File: config.mk
export PLATFORM = sky130hd
export DESIGN_NAME = funct_gen_pipe
export DESIGN_NICKNAME = d
export VERILOG_FILES = /design/src/rtl/funct_gen_pipe_pkg.sv /design/src/rtl/funct_lane_dec.sv /design/src/rtl/funct_gen_pipe.sv
export SDC_FILE = /design/constraint.sdc
export NUM_CORES = 1
export LEC_CHECK = 0
export BUFFER_PORTS_ARGS = -buffer_cell sky130_fd_sc_hd__buf_2
export CORE_UTILIZATION = 30
export DETAILED_ROUTE_END_ITERATION = 10
export GPL_ROUTABILITY_DRIVEN = 0
export SYNTH_ARGS = -nofsm -noshare
export SYNTH_HDL_FRONTEND = slang
export SYNTH_SLANG_ARGS = --single-unit
File: constraint.sdc
create_clock -name clk -period 2.9 [get_ports clk]
set_input_delay 0.435 -clock clk [delete_from_list [all_inputs] [get_ports clk]]
set_output_delay 0.435 -clock clk [all_outputs]
set_load 0.02 [all_outputs]
File: src/rtl/funct_gen_pipe_pkg.sv
// Shared opcode/FUNCT/immediate-mode constants and FSM state type for funct_gen_pipe.
package funct_gen_pipe_pkg;

    localparam logic [5:0] OP_SPECIAL   = 6'h00;
    localparam logic [5:0] OP_BSPECIAL  = 6'h01;
    localparam logic [5:0] OP_JAL       = 6'h03;
    localparam logic [5:0] OP_ADDI      = 6'h08;
    localparam logic [5:0] OP_ADDIU     = 6'h09;
    localparam logic [5:0] OP_SLTI      = 6'h0A;
    localparam logic [5:0] OP_SLTIU     = 6'h0B;
    localparam logic [5:0] OP_ANDI      = 6'h0C;
    localparam logic [5:0] OP_ORI       = 6'h0D;
    localparam logic [5:0] OP_XORI      = 6'h0E;
    localparam logic [5:0] OP_LUI       = 6'h0F;
    localparam logic [5:0] OP_PRIVILEGE = 6'h10;
    localparam logic [5:0] OP_LB        = 6'h20;
    localparam logic [5:0] OP_LH        = 6'h21;
    localparam logic [5:0] OP_LW        = 6'h23;
    localparam logic [5:0] OP_LBU       = 6'h24;
    localparam logic [5:0] OP_LHU       = 6'h25;
    localparam logic [5:0] OP_SB        = 6'h28;
    localparam logic [5:0] OP_SH        = 6'h29;
    localparam logic [5:0] OP_SW        = 6'h2B;

    localparam logic [5:0] FUNCT_NOP    = 6'h00;
    localparam logic [5:0] FUNCT_ADDU   = 6'h21;
    localparam logic [5:0] FUNCT_AND    = 6'h24;
    localparam logic [5:0] FUNCT_OR     = 6'h25;
    localparam logic [5:0] FUNCT_XOR    = 6'h26;
    localparam logic [5:0] FUNCT_SLT    = 6'h2A;
    localparam logic [5:0] FUNCT_SLTU   = 6'h2B;

    localparam logic [1:0] IMM_MODE_SIGN = 2'b00;
    localparam logic [1:0] IMM_MODE_ZERO = 2'b01;
    localparam logic [1:0] IMM_MODE_LUI  = 2'b10;
    localparam logic [1:0] IMM_MODE_NONE = 2'b11;

    typedef enum logic [1:0] {ST_EMPTY, ST_BUSY, ST_FULL} state_t;

    // SPECIAL funct codes the EX stage implements
    function automatic logic special_ok(input logic [5:0] f);
        case (f)
            6'h00, 6'h02, 6'h03, 6'h04, 6'h06, 6'h07, 6'h08, 6'h09,
            6'h0C, 6'h0D, 6'h10, 6'h11, 6'h12, 6'h13, 6'h18, 6'h19,
            6'h1A, 6'h1B, 6'h20, 6'h21, 6'h22, 6'h23, 6'h24, 6'h25,
            6'h26, 6'h27, 6'h2A, 6'h2B: special_ok = 1'b1;
            default:                    special_ok = 1'b0;
        endcase
    endfunction

endpackage

File: src/rtl/funct_lane_dec.sv
// Combinational single-lane op/funct -> ALU FUNCT + immediate-mode decoder.
// FUNCT_GEN_ILLEGAL_EN adds the illegal-instruction flag output.
module funct_lane_dec
    import funct_gen_pipe_pkg::*;
#(
    parameter int OP_W    = 6,
    parameter int FUNCT_W = 6
) (
    input  logic               en,
    input  logic [OP_W-1:0]    op,
    input  logic [FUNCT_W-1:0] funct_in,
    output logic [FUNCT_W-1:0] funct,
`ifdef FUNCT_GEN_ILLEGAL_EN
    output logic               illegal,
`endif
    output logic [1:0]         imm_mode
);

    logic known;

    always_comb begin
        funct    = FUNCT_W'(FUNCT_NOP);
        imm_mode = IMM_MODE_NONE;
        known    = 1'b1;
        case (op)
            OP_W'(OP_SPECIAL): begin
                funct = funct_in;
                known = special_ok(6'(funct_in));
            end
            OP_W'(OP_SLTI):  begin funct = FUNCT_W'(FUNCT_SLT);  imm_mode = IMM_MODE_SIGN; end
            OP_W'(OP_SLTIU): begin funct = FUNCT_W'(FUNCT_SLTU); imm_mode = IMM_MODE_SIGN; end
            OP_W'(OP_ORI):   begin funct = FUNCT_W'(FUNCT_OR);   imm_mode = IMM_MODE_ZERO; end
            OP_W'(OP_LUI):   begin funct = FUNCT_W'(FUNCT_OR);   imm_mode = IMM_MODE_LUI;  end
            OP_W'(OP_JAL):   funct = FUNCT_W'(FUNCT_OR);
            OP_W'(OP_LB), OP_W'(OP_LBU), OP_W'(OP_LH), OP_W'(OP_LHU), OP_W'(OP_LW),
            OP_W'(OP_SB), OP_W'(OP_SH), OP_W'(OP_SW), OP_W'(OP_ADDI), OP_W'(OP_ADDIU): begin
                funct    = FUNCT_W'(FUNCT_ADDU);
                imm_mode = IMM_MODE_SIGN;
            end
            OP_W'(OP_PRIVILEGE), OP_W'(OP_BSPECIAL): funct = FUNCT_W'(FUNCT_ADDU);
            OP_W'(OP_ANDI):  begin funct = FUNCT_W'(FUNCT_AND);  imm_mode = IMM_MODE_ZERO; end
            OP_W'(OP_XORI):  begin funct = FUNCT_W'(FUNCT_XOR);  imm_mode = IMM_MODE_ZERO; end
            default:         known = 1'b0;
        endcase
        // empty lane slots must look like bubbles downstream
        if (!en) begin
            funct    = FUNCT_W'(FUNCT_NOP);
            imm_mode = IMM_MODE_NONE;
            known    = 1'b1;
        end
    end

`ifdef FUNCT_GEN_ILLEGAL_EN
    assign illegal = !known;
`endif

endmodule

File: src/rtl/funct_gen_pipe.sv
// Multi-lane ALU FUNCT decoder with a registered 2-entry skid buffer and flush.
// FUNCT_GEN_ILLEGAL_EN adds the per-lane out_illegal output.
module funct_gen_pipe
    import funct_gen_pipe_pkg::*;
#(
    parameter int LANES   = 1,
    parameter int OP_W    = 6,
    parameter int FUNCT_W = 6
) (
    input  logic                     clk,
    input  logic                     rst,
    input  logic                     flush,
    input  logic                     in_valid,
    output logic                     in_ready,
    input  logic [LANES-1:0]         in_lane_en,
    input  logic [LANES*OP_W-1:0]    in_op,
    input  logic [LANES*FUNCT_W-1:0] in_funct,
    output logic                     out_valid,
    input  logic                     out_ready,
    output logic [LANES-1:0]         out_lane_en,
    output logic [LANES*FUNCT_W-1:0] out_funct,
`ifdef FUNCT_GEN_ILLEGAL_EN
    output logic [LANES-1:0]         out_illegal,
`endif
    output logic [LANES*2-1:0]       out_imm_mode
);

    typedef struct packed {
        logic [LANES-1:0]              lane_en;
        logic [LANES-1:0][FUNCT_W-1:0] funct;
        logic [LANES-1:0][1:0]         imm;
`ifdef FUNCT_GEN_ILLEGAL_EN
        logic [LANES-1:0]              illegal;
`endif
    } bundle_t;

    function automatic bundle_t idle_bundle();
        bundle_t b;
        b     = '0;
        b.imm = '1;
        return b;
    endfunction

    logic [LANES-1:0][FUNCT_W-1:0] dec_funct;
    logic [LANES-1:0][1:0]         dec_imm;
`ifdef FUNCT_GEN_ILLEGAL_EN
    logic [LANES-1:0]              dec_ill;
`endif
    bundle_t dec_b, main_q, skid_q;
    state_t  state;
    logic    accept, deq;

    for (genvar i = 0; i < LANES; i++) begin : g_lane
        funct_lane_dec #(.OP_W(OP_W), .FUNCT_W(FUNCT_W)) u_dec (
            .en       (in_lane_en[i]),
            .op       (in_op[i*OP_W +: OP_W]),
            .funct_in (in_funct[i*FUNCT_W +: FUNCT_W]),
            .funct    (dec_funct[i]),
`ifdef FUNCT_GEN_ILLEGAL_EN
            .illegal  (dec_ill[i]),
`endif
            .imm_mode (dec_imm[i])
        );
    end

    always_comb begin
        dec_b         = idle_bundle();
        dec_b.lane_en = in_lane_en;
        dec_b.funct   = dec_funct;
        dec_b.imm     = dec_imm;
`ifdef FUNCT_GEN_ILLEGAL_EN
        dec_b.illegal = dec_ill;
`endif
    end

    assign accept = in_valid && in_ready;
    assign deq    = out_valid && out_ready;

    // main_q drives the outputs; skid_q only holds a bundle in FULL
    always_ff @(posedge clk) begin
        if (rst) begin
            state     <= ST_EMPTY;
            main_q    <= idle_bundle();
            skid_q    <= idle_bundle();
            out_valid <= 1'b0;
            in_ready  <= 1'b1;
        end else if (flush) begin
            state     <= ST_EMPTY;
            main_q    <= idle_bundle();
            out_valid <= 1'b0;
            in_ready  <= 1'b1;
        end else begin
            case (state)
                ST_EMPTY: if (accept) begin
                    main_q    <= dec_b;
                    out_valid <= 1'b1;
                    state     <= ST_BUSY;
                end
                ST_BUSY: begin
                    if (accept && !deq) begin
                        skid_q   <= dec_b;
                        in_ready <= 1'b0;
                        state    <= ST_FULL;
                    end else if (!accept && deq) begin
                        main_q    <= idle_bundle();
                        out_valid <= 1'b0;
                        state     <= ST_EMPTY;
                    end else if (accept && deq) begin
                        main_q <= dec_b;
                    end
                end
                ST_FULL: if (deq) begin
                    main_q   <= skid_q;
                    in_ready <= 1'b1;
                    state    <= ST_BUSY;
                end
                default: state <= ST_EMPTY;
            endcase
        end
    end

    assign out_lane_en  = main_q.lane_en;
    assign out_funct    = main_q.funct;
    assign out_imm_mode = main_q.imm;
`ifdef FUNCT_GEN_ILLEGAL_EN
    assign out_illegal  = main_q.illegal;
`endif

endmodule

==> impl_metrics.csv, run 1 <==
group,metric,value,unit
power_and_ir_drop,power_frac_seq,46.9,%
run_status,failed_checks,"DRC",
sta,max_freq,487,MHz
setup_path,cp.arrival,2.22,ns
yosys,syn_inst,180,
yosys,synth_seq_area_share,31.0,%
layout,drive_gt1_share,22.5,%
power_and_ir_drop,internal_power,0.484,mW
layout,fin_area,1610,um2
yosys,netlist_area,1420,um2
yosys,synth.avg_cell_area,7.88,um2
clocking,clock_latency,0.25,ns
global_route,grt_pass1_vias,1204,
yosys,yosys.area.top_type,"dfxtp_1",
routing,vias,1349,
setup_path,crit_cells,6,
global_route,busiest_layer,"met2",
hold_path,min_path_type,"reg -> reg",
flow_run,max-cap-violations,0,
sta,fin_tns_setup,0,ns
setup_path,crit_slowest_cell,"and4b_1",
sta,slew_headroom,65.2,%
setup_path,cp-end-kind,"flip-flop",
power_and_ir_drop,comb_power_share,20.9,%
placement,dp_hpwl,2560,um
clocking,hold_buffers,0,
clocking,clockBufferDepth,2,
yosys,synth_seq_cells,22,
setup_path,ff2ff_path_depth,6,
run_status,status,"complete, but fails checks",
global_route,grt_max_degree,15,
routing,drc_errors,2,
yosys,synth-async-reset-ratio,0,%
global_route,grt_util_met1,20.2,%
setup_path,crit_chain,"inv_1 > ha_1 > o21ai_0 > and4b_1 > nand2_1 > o32ai_1",
global_route,use_met3,1.28,%
global_route,grt_usage,14.3,%
setup_path,cp_top_family,"simple AND/OR/NAND/NOR gates",
placement,port_buffers,28,
clocking,cts.sinks,22,
global_route,globalRoute.totalOverflow,0,
sta,fin_crit,2.05,ns
yosys,yosys-top-cells-area,"dfxtp_1 (31%), a21oi_1 (7.1%), nand2_1 (5.8%), ha_1 (5.3%), nor2_1 (4.8%)",
setup_path,reg2reg_from,"state[0]$_SDFFE_PP0P_",
setup_path,rr_endpoint,"out_funct[2]$_SDFFE_PP0P_",
sta,final_max_slew_viol_count,0,
placement,dpl_cell_area,1550,um2
hold_path,hold_depth,2,
sta,worst_pin_slew,0.521,ns
routing,viasPerCell,5.35,
power_and_ir_drop,ir_drop,0.313,mV
power_and_ir_drop,p_switching,0.192,mW
routing,wl,3380,um
clocking,clkTransAtPathRegs,0.08,ns
yosys,synth_common_cells,"dfxtp_1 (22), nand2_1 (22), a21oi_1 (20)",
placement,dp_slack,0.821,ns
layout,n_antenna_cell,0,
die,dieArea,5010,um2
setup_path,crit_fanout,14,
clocking,cts_tree,"yes",
sta,fin_skew,0.00271,ns
power_and_ir_drop,p_per_area,420,nW/um2
routing,drtAntennaViolNets,0,
global_route,grtUsageMet2,23.7,%
layout,syn_to_final_growth,13.3,%
yosys,ys.flop_type,"dfxtp_1",
setup_path,worstPathRequired,3.06,ns
power_and_ir_drop,switching_share,28.4,%
die,start_util,31.9,%
layout,fin_nets,225,
sta,hold_viol,0,
yosys,synth_edf_count,0,
clocking,cts_resized,0,
setup_path,crit_buf_inv,1,
yosys,ys.warnings.count,0,
die,num_rows,24,
yosys,syn_nets,204,
clocking,post_cts_buffers,0,
clocking,cts_buffers,3,
global_route,antenna_found_initial,0,
yosys,yosysTopAreaCellShare,31.0,%
global_route,grt_pass1_wl,5760,um
setup_path,start_kind,"flip-flop",
sta,fin_crit_sh,70.8,%
sta,rsz0062_at_grt,"false",
yosys,synth_cell_types,46,
sta,finalSetupViolations,0,
setup_path,reg2reg_slack,0.85,ns
clocking,clockRootBuffer,"clkbuf_8",
hold_path,hold_end,"skid_q[2]$_SDFFE_PP0P_",
routing,drtIter0Drc,137,
power_and_ir_drop,p_clk_share,32.2,%
setup_path,path_class,"reg -> reg",
sta,fin_ws,0.846,ns
die,ioPinCount,29,
routing,firstDrtPassIters,7,
sta,whs,0.464,ns
hold_path,hold_start,"skid_q[2]$_SDFFE_PP0P_",
die,die_w,70.8,um
setup_path,cp_slowest_stage_delay,0.45,ns
die,core-area,4440,um2
die,die_y,70.8,um
clocking,htreeDepth,1,
routing,wire_per_inst,13.4,um
power_and_ir_drop,leakagePower,0.652,nW
==> how the worst max path moves through the flow <==
stage	slack [ns]	startpoint	to
floorplan	1.06	in_ready$_SDFFE_PP1P_	skid_q[0]$_SDFFE_PP1P_
global placement	0.91	in_valid	out_funct[1]$_SDFFE_PP0P_
detailed placement	0.82	in_valid	out_funct[1]$_SDFFE_PP0P_
CTS	0.86	state[0]$_SDFFE_PP0P_	out_funct[2]$_SDFFE_PP0P_
global route	0.63	state[0]$_SDFFE_PP0P_	out_funct[2]$_SDFFE_PP0P_
finish	0.85	state[0]$_SDFFE_PP0P_	out_funct[2]$_SDFFE_PP0P_
==> worst reg2reg max path: stages, from the launching register on <==
cell and delay, ns:
dfxtp_1 0.36, inv_1 0.08, ha_1 0.38, o21ai_0 0.22, and4b_1 0.45, nand2_1 0.17, o32ai_1 0.30
==> per-layer routing <==
metal	up-vias	part of all wire (%)
li1	694	-
met1	627	52
met2	26	44
met3	2	3.3
met4	0	0.83
met5	-	0
==> sequential cells by signal, indices dropped and copies added (netlist names) <==
signal / count
in_ready: 1
out_funct: 6
out_imm_mode: 2
out_lane_en: 1
out_valid: 1
skid_q: 9
state: 2
==> cell usage in the layout (no fill, tap or decap), types with 2 or more instances in the layout <==
cell type,Yosys,final
nand3b_1,2,2
or2_2,2,2
nand3_1,9,9
a21oi_1,20,20
a211oi_1,2,2
a32oi_1,2,2
a221oi_1,2,2
ha_1,6,6
a211o_1,3,3
mux2i_1,2,2
nor2_1,18,18
clkbuf_8,0,4
nand2_1,22,22
dfxtp_1,22,22
o21ai_2,2,2
o21ai_0,9,9
buf_2,5,28
inv_1,8,8
a31oi_1,7,7
o32ai_1,2,2
nand2b_1,2,2
o21bai_1,3,3
a22o_1,2,2
==> power by group through the flow <==
stage | Clock (mW) | Combinational (mW) | Sequential [mW]
after CTS | 0.223 | 0.140 | 0.317
after global placement | 0 | 0.139 | 0.324
after detailed placement | 0 | 0.140 | 0.324
after floorplan | 0 | 0.0977 | 0.331
after global routing | 0.236 | 0.158 | 0.319
final | 0.218 | 0.141 | 0.317
==> logic make-up after synthesis <==
family	Yosys count	synth area share (%)
flip-flops	22	31.0
AO/OA/AOI/OAI	64	31.8
multiplexers	2	1.41
buffers and inverters	21	7.67
XOR/XNOR	1	0.617
AND/OR/NAND/NOR	64	22.1
adder cells (fa/ha/maj)	6	5.29
==> layout make-up <==
class	instances	area [um2]
sequential	22	440
clock buffer	4	55.1
tap	52	65.1
multi-input combinational	137	870
inverter	8	30.0
timing repair buffer	29	148
fill	476	2840
==> metrics by stage <==
step / total power [mW] / utilization, % / cells
2_1_floorplan: 0.429 / - / 180
3_3_place_gp: 0.463 / 34.9 / 248
3_5_place_dp: 0.464 / 34.9 / 248
4_1_cts: 0.680 / 36.2 / 252
5_1_grt: 0.712 / 36.2 / 252
6_report: 0.676 / 36.2 / 252
Power figures use the tool's default switching activity.
==> run 2, diff against run 1 <==
Settings changed: ABC_AREA set to 1.
Clock period 2.9 ns to 2.05 ns, I/O delays scaled along.
==> run 2 against run 1 <==
The run now ends clean. Synthesized cell count increased by 23%. Clock power increased by 23%. Routed wire length increased by 1.8%. First-iteration DRC count shrank 47%. Die area rose by 2.7%. Clock skew fell by 0.0011 ns. Critical path type unchanged. Non-clock buffer count rose by 5. Cell area grew 6.5%. Cell count is 22% higher. Fmax up 21%. Utilization increased by 0.30 points. Largest cell class unchanged.
==> impl_metrics.csv, run 2 <==
group,metric,value,unit
run_status,status,"completed",
yosys,yosys.area_share.simple,34.6,%
yosys,yosys.area.top_type,"dfxtp_1",
sta,whs,0.311,ns
layout,regMostFlops,"skid_q",
yosys,synth.avg_cell_area,6.57,um2
yosys,synth-async-reset-ratio,0,%
yosys,synth_edf_count,0,
clocking,clock_latency,0.26,ns
setup_path,start_kind,"flip-flop",
die,die_w,71.7,um
sta,finalSetupViolations,0,
die,dieArea,5150,um2
yosys,netlist_area,1460,um2
yosys,yosysTopAreaCellShare,30.2,%
routing,wire_per_inst,11.2,um
global_route,grt_max_degree,19,
global_route,grt_pass1_vias,1330,
clocking,cts.sinks,22,
sta,fin_crit,1.70,ns
clocking,clockBufferDepth,2,
routing,wl,3440,um
setup_path,path_class,"reg -> reg",
clocking,clkTransAtPathRegs,0.08,ns
routing,firstDrtPassIters,4,
layout,syn_to_final_growth,17.3,%
clocking,post_cts_buffers,0,
yosys,synth_seq_area_share,30.2,%
placement,dp_hpwl,2600,um
sta,slew_headroom,77.7,%
hold_path,hold_end,"skid_q[0]$_SDFFE_PP1P_",
layout,n_antenna_cell,0,
clocking,cts_resized,0,
routing,drtAntennaViolNets,0,
clocking,hold_buffers,0,
routing,drtIter0Drc,73,
setup_path,reg2reg_slack,0.35,ns
setup_path,crit_top_cell,"nand2_1",
yosys,post-synth-top-count-cell,"nand2_1",
layout,fillers,512,
yosys,synthXorXnorAreaFrac,0,%
yosys,ys.flop_type,"dfxtp_1",
clocking,htreeDepth,1,
power_and_ir_drop,leakagePower,0.855,nW
setup_path,ff2ff_path_depth,12,
power_and_ir_drop,ir_drop,0.297,mV
setup_path,reg2reg_from,"state[1]$_SDFFE_PP0P_",
clocking,cts_tree,"yes",
sta,worst_pin_slew,0.333,ns
die,num_rows,25,
die,start_util,31.1,%
hold_path,min_path_type,"in -> reg",
yosys,yosys-top-cells-area,"dfxtp_1 (30%), nand2_1 (14%), o21ai_0 (7.5%), inv_1 (6.2%), a21oi_1 (5.8%)",
sta,fin_crit_sh,82.7,%
routing,viasPerCell,4.80,
yosys,synth_common_cells,"nand2_1 (56), inv_1 (24), dfxtp_1 (22), o21ai_0 (22), nor2_1 (18)",
setup_path,crit_chain,"inv_1 > ha_1 > nand2_2 > nand2_1 > inv_2 > nand2_1 > nor2_4 > inv_1 > nor2_1 > nand2_1 > o21ai_1 > nand2_1",
die,ioPinCount,29,
yosys,syn_inst,222,
setup_path,crit_buf_inv,3,
yosys,ys.warnings.count,0,
setup_path,cp_slowest_stage_delay,0.38,ns
setup_path,crit_slowest_cell,"dfxtp_1",
global_route,grt_usage,14.1,%
routing,drc_errors,0,
global_route,globalRoute.totalOverflow,0,
sta,max_freq,590,MHz
setup_path,rr_endpoint,"out_imm_mode[0]$_SDFFE_PP1P_",
yosys,yosys.area_share.adder,5.15,%
placement,port_buffers,28,
yosys,syn_nets,246,
sta,rsz0062_at_grt,"false",
layout,mostFrequentLayoutCells,"nand2_1 (56), buf_2 (28), inv_1 (24)",
setup_path,crit_fanout,6,
die,die_y,71.7,um
setup_path,cp.arrival,1.84,ns
flow_run,max-cap-violations,0,
routing,vias,1475,
sta,hold_viol,0,
layout,largest_reg_flops,9,
yosys,synth_seq_cells,22,
clocking,cts_buffers,3,
yosys,synth_cell_types,26,
setup_path,cp_top_family,"simple AND/OR/NAND/NOR gates",
clocking,clockRootBuffer,"clkbuf_8",
sta,fin_tns_setup,0,ns
yosys,synth-compound-area-share,19.7,%
hold_path,hold_start,"rst",
global_route,antenna_found_initial,0,
layout,final_common_cell,"nand2_1",
layout,fin_nets,279,
global_route,grt_pass1_wl,5840,um
sta,final_max_slew_viol_count,0,
setup_path,cp-end-kind,"flip-flop",
sta,fin_skew,0.00160,ns
hold_path,hold_depth,3,
power_and_ir_drop,p_per_area,602,nW/um2
setup_path,worstPathRequired,2.20,ns
die,core-area,4690,um2
yosys,synth_mux_area_share,0,%
yosys,synth_top_family_by_area,"simple AND/OR/NAND/NOR gates",
layout,drive_gt1_share,23.7,%
==> run 2: cell families after synthesis <==
| logic type | Yosys count |
|---|---|
| DFF | 22 |
| adders and majority gates | 6 |
| and+or+nand+nor | 108 |
| buffers and inverters | 35 |
| AOI/OAI and AO/OA | 51 |
==> run 2: per-stage QoR <==
stage	cell area, um2	total power, mW	instances	util [%]	worst slack (ns)
floorplan	1460	0.684	222	-	0.434
global placement	1660	0.761	302	35.3	0.166
detailed placement	1660	0.761	302	35.3	0.120
CTS	1700	1.03	305	36.2	0.172
global route	1710	1.09	307	36.5	0.184
finish	1710	1.03	307	36.5	0.354
==> run 2: worst min-delay path, delay by kind of cell <==
kind | cells | cell delay, ns
buf+inv | 1 | 0.12
compound gates | 2 | 0.10
==> run 2: metal layers <==
layer,vias up,share of wire [%],global-route usage [%]
met5,-,0,0
met4,0,0.41,1.96
met3,2,3.0,3.09
met2,23,46,24.0
met1,665,51,18.7
li1,785,-,-
==> run 2: final cells by class <==
| class | instances | area, um2 | share of cell area [%] |
|---|---|---|---|
| Tap cell | 54 | 67.6 | 3.95 |
| Inverter | 29 | 109 | 6.36 |
| Clock buffer | 3 | 41.3 | 2.41 |
| Timing Repair Buffer | 34 | 185 | 10.8 |
| Multi-Input combinational cell | 165 | 868 | 50.7 |
| Sequential cell | 22 | 440 | 25.7 |
==> run 2: power breakdown <==
part	internal, mW	switching, mW	total (mW)
combinational	0.106	0.193	0.299
sequential	0.451	0.0129	0.464
clock	0.131	0.137	0.268
==> run 2: worst max-delay path by stage <==
stage / end / cells after the start / start / slack (ns)
global placement: out_imm_mode[0]$_SDFFE_PP1P_ / 14 / in_valid / 0.17
detailed placement: out_imm_mode[0]$_SDFFE_PP1P_ / 14 / in_valid / 0.12
floorplan: out_imm_mode[0]$_SDFFE_PP1P_ / 12 / out_valid$_SDFFE_PP0P_ / 0.43
finish: out_imm_mode[0]$_SDFFE_PP1P_ / 12 / state[1]$_SDFFE_PP0P_ / 0.35
CTS: out_imm_mode[0]$_SDFFE_PP1P_ / 12 / state[1]$_SDFFE_PP0P_ / 0.17
global route: out_imm_mode[0]$_SDFFE_PP1P_ / 12 / state[1]$_SDFFE_PP0P_ / 0.18
